### config.mk
export PLATFORM = sky130hd
export DESIGN_NAME = mdu
export DESIGN_NICKNAME = d
export VERILOG_FILES = /design/src/rtl/mdu_pkg.sv /design/src/rtl/mdu_step.sv /design/src/rtl/mdu.sv
export SDC_FILE = /design/constraint.sdc
export NUM_CORES = 1
export LEC_CHECK = 0
export CAP_MARGIN = 20
export CORE_MARGIN = 5
export CORE_UTILIZATION = 43
export CTS_CLUSTER_DIAMETER = 60
export DETAILED_ROUTE_END_ITERATION = 10
export DONT_BUFFER_PORTS = 1
export GPL_TIMING_DRIVEN = 1
export SYNTH_ARGS = -nofsm -noshare
export SYNTH_HDL_FRONTEND = slang
export SYNTH_HIERARCHICAL = 1
export SYNTH_SLANG_ARGS = --single-unit
### constraint.sdc
create_clock -name clk -period 3.7 [get_ports clk]
set_input_delay 0.555 -clock clk [delete_from_list [all_inputs] [get_ports clk]]
set_output_delay 0.555 -clock clk [all_outputs]
set_load 0.01 [all_outputs]
### src/rtl/mdu_pkg.sv
// Shared definitions for the iterative multiply/divide unit: op codes, FSM states,
// step count and the operand-magnitude helper.
package mdu_pkg;

  localparam logic [1:0] MDU_MULT  = 2'b00;
  localparam logic [1:0] MDU_MULTU = 2'b01;
  localparam logic [1:0] MDU_DIV   = 2'b10;
  localparam logic [1:0] MDU_DIVU  = 2'b11;

  localparam int MDU_STEPS = 32;

  typedef enum logic [1:0] {
    ST_IDLE = 2'b00,
    ST_RUN  = 2'b01,
    ST_FIX  = 2'b10
  } mdu_state_e;

  // Magnitude of a signed operand; unsigned operands pass through untouched.
  function automatic logic [31:0] mdu_mag(input logic [31:0] v, input logic is_signed);
    if (is_signed && v[31]) begin
      mdu_mag = 32'd0 - v;
    end else begin
      mdu_mag = v;
    end
  endfunction

endpackage

### src/rtl/mdu_step.sv
// One radix-2 iteration: shift-add for multiply, restoring trial subtract for divide.
// The accumulator holds {partial, multiplier} or {remainder, dividend/quotient}.
module mdu_step
  import mdu_pkg::*;
(
  input  logic        is_div,
  input  logic [63:0] acc,
  input  logic [31:0] opnd,
  output logic [63:0] acc_next
);

  logic [32:0] add_s;
  logic [32:0] shifted_s;
  logic [32:0] sub_s;
  logic        borrow_s;

  // Single-iteration datapath; the shifted remainder can exceed 32 bits, in which
  // case the subtract can never borrow because the divisor fits in 32 bits.
  always_comb begin
    add_s     = {1'b0, acc[63:32]} + (acc[0] ? {1'b0, opnd} : 33'd0);
    shifted_s = {acc[63:32], acc[31]};
    sub_s     = shifted_s - {1'b0, opnd};
    borrow_s  = sub_s[32] & ~shifted_s[32];
    if (is_div) begin
      if (borrow_s) begin
        acc_next = {shifted_s[31:0], acc[30:0], 1'b0};
      end else begin
        acc_next = {sub_s[31:0], acc[30:0], 1'b1};
      end
    end else begin
      acc_next = {add_s, acc[31:1]};
    end
  end

endmodule

### src/rtl/mdu.sv
// Iterative multiply/divide unit with architectural HI/LO; fixed 33-cycle latency
// per operation, busy held high from the start edge through the result edge.
module mdu
  import mdu_pkg::*;
#(
  parameter int WIDTH = 32
) (
  input  logic             clk,
  input  logic             clrn,
  input  logic             start,
  input  logic [1:0]       op,
  input  logic [WIDTH-1:0] a,
  input  logic [WIDTH-1:0] b,
  input  logic             wr_hi,
  input  logic             wr_lo,
  input  logic [WIDTH-1:0] wdata,
  output logic             busy,
  output logic [WIDTH-1:0] hi,
  output logic [WIDTH-1:0] lo
);

  mdu_state_e  state_q, state_d;
  logic [4:0]  cnt_q, cnt_d;
  logic        busy_q, busy_d;
  logic        is_div_q, is_div_d;
  logic        neg_res_q, neg_res_d;
  logic        neg_rem_q, neg_rem_d;
  logic        divz_q, divz_d;
  logic [31:0] a_org_q, a_org_d;
  logic [31:0] opnd_q, opnd_d;
  logic [63:0] acc_q, acc_d;
  logic [31:0] hi_q, hi_d;
  logic [31:0] lo_q, lo_d;

  logic [63:0] step_acc_s;
  logic [63:0] prod_s;
  logic [31:0] quo_s;
  logic [31:0] rem_s;
  logic [31:0] a_mag_s;
  logic [31:0] b_mag_s;
  logic        is_signed_s;

  mdu_step u_step (
    .is_div   (is_div_q),
    .acc      (acc_q),
    .opnd     (opnd_q),
    .acc_next (step_acc_s)
  );

  // Next-state logic: launch, iterate, sign-fix, plus idle mthi/mtlo writes.
  always_comb begin
    state_d     = state_q;
    cnt_d       = cnt_q;
    busy_d      = busy_q;
    is_div_d    = is_div_q;
    neg_res_d   = neg_res_q;
    neg_rem_d   = neg_rem_q;
    divz_d      = divz_q;
    a_org_d     = a_org_q;
    opnd_d      = opnd_q;
    acc_d       = acc_q;
    hi_d        = hi_q;
    lo_d        = lo_q;
    is_signed_s = ~op[0];
    a_mag_s     = mdu_mag(a, is_signed_s);
    b_mag_s     = mdu_mag(b, is_signed_s);
    prod_s      = neg_res_q ? (64'd0 - acc_q) : acc_q;
    quo_s       = neg_res_q ? (32'd0 - acc_q[31:0]) : acc_q[31:0];
    rem_s       = neg_rem_q ? (32'd0 - acc_q[63:32]) : acc_q[63:32];
    case (state_q)
      ST_IDLE: begin
        if (start) begin
          is_div_d  = op[1];
          neg_res_d = is_signed_s & (a[31] ^ b[31]);
          neg_rem_d = is_signed_s & a[31];
          divz_d    = op[1] & (b == 32'd0);
          a_org_d   = a;
          cnt_d     = 5'd0;
          busy_d    = 1'b1;
          state_d   = ST_RUN;
          // Divide shifts the dividend out of the low half; multiply shifts the multiplier.
          if (op[1]) begin
            acc_d  = {32'd0, a_mag_s};
            opnd_d = b_mag_s;
          end else begin
            acc_d  = {32'd0, b_mag_s};
            opnd_d = a_mag_s;
          end
        end else begin
          if (wr_hi) begin
            hi_d = wdata;
          end else begin
            hi_d = hi_q;
          end
          if (wr_lo) begin
            lo_d = wdata;
          end else begin
            lo_d = lo_q;
          end
        end
      end
      ST_RUN: begin
        acc_d = step_acc_s;
        cnt_d = cnt_q + 5'd1;
        if (cnt_q == 5'(MDU_STEPS - 1)) begin
          state_d = ST_FIX;
        end else begin
          state_d = ST_RUN;
        end
      end
      ST_FIX: begin
        busy_d  = 1'b0;
        state_d = ST_IDLE;
        if (!is_div_q) begin
          hi_d = prod_s[63:32];
          lo_d = prod_s[31:0];
        end else if (divz_q) begin
          hi_d = a_org_q;
          lo_d = 32'hFFFF_FFFF;
        end else begin
          hi_d = rem_s;
          lo_d = quo_s;
        end
      end
      default: begin
        busy_d  = 1'b0;
        state_d = ST_IDLE;
      end
    endcase
  end

  // State registers; reset discards any operation in flight.
  always_ff @(posedge clk or negedge clrn) begin
    if (!clrn) begin
      state_q   <= ST_IDLE;
      cnt_q     <= 5'd0;
      busy_q    <= 1'b0;
      is_div_q  <= 1'b0;
      neg_res_q <= 1'b0;
      neg_rem_q <= 1'b0;
      divz_q    <= 1'b0;
      a_org_q   <= 32'd0;
      opnd_q    <= 32'd0;
      acc_q     <= 64'd0;
      hi_q      <= 32'd0;
      lo_q      <= 32'd0;
    end else begin
      state_q   <= state_d;
      cnt_q     <= cnt_d;
      busy_q    <= busy_d;
      is_div_q  <= is_div_d;
      neg_res_q <= neg_res_d;
      neg_rem_q <= neg_rem_d;
      divz_q    <= divz_d;
      a_org_q   <= a_org_d;
      opnd_q    <= opnd_d;
      acc_q     <= acc_d;
      hi_q      <= hi_d;
      lo_q      <= lo_d;
    end
  end

  assign busy = busy_q;
  assign hi   = hi_q;
  assign lo   = lo_q;

endmodule
==> impl_metrics.ini, run 1 <==
[power]
p_leak_uw = 0.00808
power_density_nw_per_um2 = 1160
peakVddDrop_mv = 0.541

[clock_network]
h-tree-depth = 1
clkSlewWorstSetupHoldPaths_ps = 60
cts_inserted_buffers = 30
tritoncts = done
root_buffer = clkbuf_16
ctsResizeCount = 0
clk_latency_ps = 590
cts_sinks = 204
cts_buffer_depth = 3
postCtsSetupRepairBufs = 0

[sta]
skew_ps = 19.1
report.final.slew_viol_count = 0
fin_setup_tns_ps = 0
period_share = 0.936
hold_viol = 204
min_period_ps = 3460
slew-limit-headroom = 0.436
rsz0062_at_grt = false
worst_pin_slew_ps = 846
whs_ps = -323
fmax_mhz = 289
setup_viol = 0

[die]
core_area_sq_um = 40000
start_util = 0.437
ios = 168
dieWidth_um = 212
fp.dieH_um = 212
fp.dieArea_sq_um = 44800
rows = 73

[detailed_routing]
antenna_left = 0
drt_iter0_drc = 2185
wl_per_cell_um = 27.3
viasPerCell = 6.52
routed_wl_mm = 75.7
vias = 18100
drc_errors = 0
dr.pass1.iters = 7

[grt]
grt.overflow.total = 0
grt_antenna_before_repair = 5
grtUsageTotal = 0.325
grt_max_degree = 205
grt_pass1_vias = 17200
grt_first_pass_wirelength_mm = 111

[synthesis]
synth-edff-count = 0
synth_top_cell_area_share = 0.292
seq_area_frac_synth = 0.292
synth-async-reset-ratio = 1.00
synth_area_sq_um = 17500
synth_common_cells = 342 x nand2_1, 204 x dfrtp_1, 159 x o21ai_0
yosysWarnings = 6
synth.most_common_cell = nand2_1
syn_avg_cell_area_sq_um = 7.85
yosysTopAreaCell = dfrtp_1
netlist_instances = 2225
ys.flop_type = dfrtp_1
ys_ff_latch = 204
yosys-top-cells-area = dfrtp_1 29%, nand2_1 7.3%, ha_1 5.0%, o21ai_0 4.6%, xnor2_1 4.3%
syn-num-nets = 2400
ys_types = 97

[worst_setup_path]
crit_fanout = 30
r2r_slack_ps = 240
worstPathArrival_ps = 3940
worstPathCellList = buf_4 > and2_1 > ha_1 > a211oi_1 > o21ai_0 > a221oi_1 > nand3_2 > a21oi_2 > o31ai_1 > o41ai_1 > xor2_1 > a22oi_1 > a22o_1
r2r_end = acc_q[62]$_DFFE_PN0P_
cp_slowest_cell = dfrtp_1
worstRegToRegCells = 13
r2r_start = acc_q[0]$_DFFE_PN0P_
crit_end = acc_q[62]$_DFFE_PN0P_
cp.required_ps = 4170
start_kind = register
critPathKind = register to register
critPathCaptureType = register
worst_path_largest_cell_delay_ps = 410
critPathLaunch = acc_q[0]$_DFFE_PN0P_

[layout]
seq_area_sq_um = 5110
nets = 2398
drive_gt1_frac = 0.109
multiInputGateArea_sq_um = 11500
synthToLayoutAreaGrowth_pct = 11.3
fill_cells = 3978
design_area_sq_um = 19500

[outcome]
violations = hold timing
status = complete, but fails checks

[flow_run]
cap_violations = 0

[placed_design]
gp_congestion = 1.05
placedInstanceArea_sq_um = 18400
place_hpwl_mm = 59.0
io_buffers = 0

[worst_hold_path]
hp-class = input pin to asynchronous set/reset pin
==> state kept, by name (all words and copies together) (netlist names) <==
| name | count |
|---|---|
| busy | 1 |
| neg_rem_q | 1 |
| a_org_q | 32 |
| opnd_q | 32 |
| lo | 32 |
| cnt_q | 5 |
| is_div_q | 1 |
| neg_res_q | 1 |
| state_q | 2 |
| divz_q | 1 |
| acc_q | 64 |
| hi | 32 |
==> metal layers <==
layer	GRT usage	part of all wire	vias to the layer above	wire [um]
met4	0.101	0.038	10	2860
met3	0.0802	0.10	171	7800
met5	0	0.00079	-	60
li1	-	-	8176	-
met1	0.456	0.42	8756	31900
met2	0.494	0.44	964	33100
==> power by group <==
part | internal, uW | leakage (uW) | switching [uW]
Sequential | 3360 | 0.00247 | 1690
Combinational | 5770 | 0.00509 | 8660
Clock | 1860 | 0.000516 | 1180
==> cells by family (layout without fill, tap and decap cells) <==
group | after synthesis | after routing | share of synthesized area
compound gates | 726 | 726 | 0.275
xor+xnor | 160 | 160 | 0.0802
fa+ha+maj | 72 | 72 | 0.0524
buf+inv | 217 | 237 | 0.0524
flops | 204 | 204 | 0.292
mux | 48 | 48 | 0.0301
other cells | 0 | 1 | 0
simple gates | 798 | 798 | 0.218
==> placed cells by master, fill, tap and decap left out, types with 38 or more instances in the layout <==
cell | Yosys | final
nand2_1 | 342 | 341
dfrtp_1 | 204 | 202
o21ai_0 | 159 | 159
nor2_1 | 146 | 145
a21oi_1 | 145 | 144
buf_4 | 2 | 113
xnor2_1 | 86 | 86
xor2_1 | 74 | 74
ha_1 | 70 | 70
inv_1 | 67 | 67
o22ai_1 | 46 | 46
nand3_1 | 44 | 44
nor3_1 | 38 | 38
o31ai_1 | 38 | 38
==> metrics by stage <==
step                std cells  total power (uW)   util  setup slack [ps]
floorplan                2225             14200      -               469
CTS                      2770             22200  0.486               324
detailed placement       2716             19000  0.460               224
global placement         2716             19000  0.460               208
global route             2770             23900  0.486              26.8
finish                   2771             22500  0.486               236
==> worst min-delay path by stage <==
stage / start / to / slack (ps) / cells past startpoint
detailed placement: clrn / acc_q[63]$_DFFE_PN0P_ / 270 / 0
CTS: clrn / acc_q[59]$_DFFE_PN0P_ / -350 / 0
global placement: clrn / acc_q[63]$_DFFE_PN0P_ / 270 / 0
global route: clrn / acc_q[62]$_DFFE_PN0P_ / -350 / 0
finish: clrn / acc_q[62]$_DFFE_PN0P_ / -320 / 0
floorplan: clrn / a_org_q[0]$_DFFE_PN0P_ / 260 / 0
==> critical path, delay by kind of cell (launching register included) <==
kind,cells,cell delay [ps]
flip-flops,1,410
AO/OA/AOI/OAI,8,1810
XOR/XNOR,1,180
adder cells (fa/ha/maj),1,360
AND/OR/NAND/NOR,2,360
buffers and inverters,1,230
==> final cells by class <==
| class | count | area share |
|---|---|---|
| Antenna cell | 1 | 0.000129 |
| Clock buffer | 39 | 0.0439 |
| Clock inverter | 15 | 0.0105 |
| Inverter | 68 | 0.0131 |
| Multi-Input combinational cell | 1804 | 0.590 |
| Sequential cell | 204 | 0.263 |
| Tap cell | 525 | 0.0338 |
| Timing Repair Buffer | 115 | 0.0457 |
Note: power is estimated with default switching activity, not from simulation.
==> inputs of run 2 (changes only) <==
- SYNTH_HIERARCHICAL: 1 -> unset
==> impl_metrics.ini, run 2 <==
[detailed_routing]
drc_errors = 0
wl_per_cell_um = 25.6
dr.pass1.iters = 8
viasPerCell = 6.33
antenna_left = 0
drt_iter0_drc = 2055
routed_wl_mm = 69.2
vias = 17100

[die]
ios = 168
start_util = 0.433
dieWidth_um = 210
fp.dieH_um = 210
fp.dieArea_sq_um = 43900
core_area_sq_um = 39500
rows = 73

[sta]
skew_ps = 17.8
whs_ps = -324
hold_viol = 204
rsz0062_at_grt = false
fin_setup_tns_ps = 0
period_share = 0.943
slew-limit-headroom = 0.385
report.final.slew_viol_count = 0
fmax_mhz = 287
min_period_ps = 3490
worst_pin_slew_ps = 920
setup_viol = 0

[worst_setup_path]
path_delay_family = compound AO/OA/AOI/OAI gates
worst_path_largest_cell_delay_ps = 440
critPathCaptureType = register
worst-path-stages = 13
start_kind = register
worstPathArrival_ps = 3940
crit_path_frequent_cell = nor2_1
cp_num_buf_inv = 2
cp.required_ps = 4150
crit_fanout = 24
critPathKind = register to register
worstPathCellList = inv_1 > buf_6 > nor2_1 > ha_1 > a21oi_1 > o21ai_0 > a211o_1 > and2_1 > nor3_1 > nor2_1 > a31o_2 > xnor2_1 > o211ai_1
worstRegToRegCells = 13
cp_slowest_cell = dfrtp_1

[layout]
synthToLayoutAreaGrowth_pct = 10.0
max_flop_register = acc_q
final_cell_mix = 330 x nand2_1, 202 x o21ai_0, 202 x dfrtp_1, 186 x nor2_1, 182 x a21oi_1
fin_util = 0.477
largest_reg_flops = 64
design_area_sq_um = 18900
nets = 2329
final_common_cell = nand2_1
drive_gt1_frac = 0.0823

[clock_network]
postCtsSetupRepairBufs = 0
clkSlewWorstSetupHoldPaths_ps = 60
tritoncts = done
cts_buffer_depth = 3
root_buffer = clkbuf_16
cts_inserted_buffers = 30
h-tree-depth = 1
clk_latency_ps = 590
cts_sinks = 204

[outcome]
violations = hold timing
status = complete, but fails checks

[synthesis]
synth.most_common_cell = nand2_1
syn-num-nets = 2372
synth-async-reset-ratio = 1.00
synth_area_sq_um = 17100
syn_avg_cell_area_sq_um = 7.80
ys.flop_type = dfrtp_1
yosysTopAreaCell = dfrtp_1
seq_area_frac_synth = 0.298
ys_types = 76
yosysWarnings = 0
ys_ff_latch = 204
synth_common_cells = 331 x nand2_1, 204 x dfrtp_1, 203 x o21ai_0
synth-edff-count = 0
synth_top_cell_area_share = 0.298
netlist_instances = 2197
yosys-top-cells-area = dfrtp_1 30%, nand2_1 7.2%, o21ai_0 5.9%, mux2i_1 5.4%, a21oi_1 5.3%

[power]
p_leak_uw = 0.00771
power_density_nw_per_um2 = 1080
clockPowerShare = 0.138
p_int_uw = 9890
switching_power_uw = 10400
peakVddDrop_mv = 0.569
total_power_uw = 20300
p_comb_frac = 0.629
p_sw_frac = 0.512
pwr-share-seq = 0.233

[placed_design]
gp_congestion = 0.984
placedInstanceArea_sq_um = 17900
io_buffers = 0
place_hpwl_mm = 52.6

[grt]
grt_max_degree = 205
grt_first_pass_wirelength_mm = 104
grtUsageTotal = 0.303
grt_pass1_vias = 16000
grt.overflow.total = 0
grt_antenna_before_repair = 2

[worst_hold_path]
hp-class = input pin to asynchronous set/reset pin

[flow_run]
cap_violations = 0
## run 2: cell count changes in the layout (fill, tap and decap cells not counted), sizes merged, moves of 19 or more
cell,previous run,this run
o221ai,36,9
buf,115,77
mux2i,12,92
a21oi,148,183
a32oi,1,32
nand3,45,23
mux2,36,8
nor2,146,187
o22ai,46,3
and2,34,15
a22o,32,3
## run 2: final timing paths
kind | to | slack [ps] | start
hold / removal | a_org_q[5]$_DFFE_PN0P_ | -320 | clrn
max in group asynchronous | is_div_q$_DFFE_PN0P_ | 3620 | clrn
setup / recovery | acc_q[57]$_DFFE_PN0P_ | 210 | acc_q[0]$_DFFE_PN0P_
hold reg to reg | a_org_q[16]$_DFFE_PN0P_ | 470 | a_org_q[16]$_DFFE_PN0P_
setup reg to reg | acc_q[57]$_DFFE_PN0P_ | 210 | acc_q[0]$_DFFE_PN0P_
min in group clk | a_org_q[10]$_DFFE_PN0P_ | 70 | a[10]
## run 2: per-layer routing
layer / wire [um] / vias up / global-route usage
met5: 29 / - / 0
met4: 2970 / 4 / 0.108
met3: 6820 / 146 / 0.0694
met2: 30000 / 866 / 0.463
met1: 29500 / 8286 / 0.422
li1: - / 7780 / -
## run 2: logic make-up after synthesis
group           synth area share
compound gates             0.250
xor+xnor                  0.0935
fa+ha+maj                 0.0534
buf+inv                   0.0472
flops                      0.298
mux                       0.0590
simple gates               0.199
## run 2: repair_timing
item | in CTS | in global routing
hold endpoints to repair | 204 | 204
endpoints found under the setup margin | 0 | 7
gates resized for setup | 0 | 4
## run 2: through the flow
step | hold slack (ps) | setup WS, ps | cells
4_1_cts | -342 | 90.4 | 2699
3_3_place_gp | 279 | 208 | 2647
2_1_floorplan | 259 | 607 | 2197
6_report | -324 | 212 | 2700
3_5_place_dp | 277 | 112 | 2647
5_1_grt | -337 | 16.6 | 2699
## run 2: layout make-up
cell class,count,area [sq um]
diodes,1,2.50
clock buffers,36,813
clock inverters,16,143
fillers,3919,20700
inverters,59,221
multi-input cells,1782,11300
flip-flops and latches,204,5110
well taps,525,657
repair buffers,77,644
## run 2: power groups by stage
stage               combinational (uW)  clock, uW  sequential [uW]
finish                           12800       2800             4720
global route                     13900       2920             4830
CTS                              12500       2830             4690
detailed placement               12500          0             4720
global placement                 12300          0             4700
floorplan                         8990          0             4180
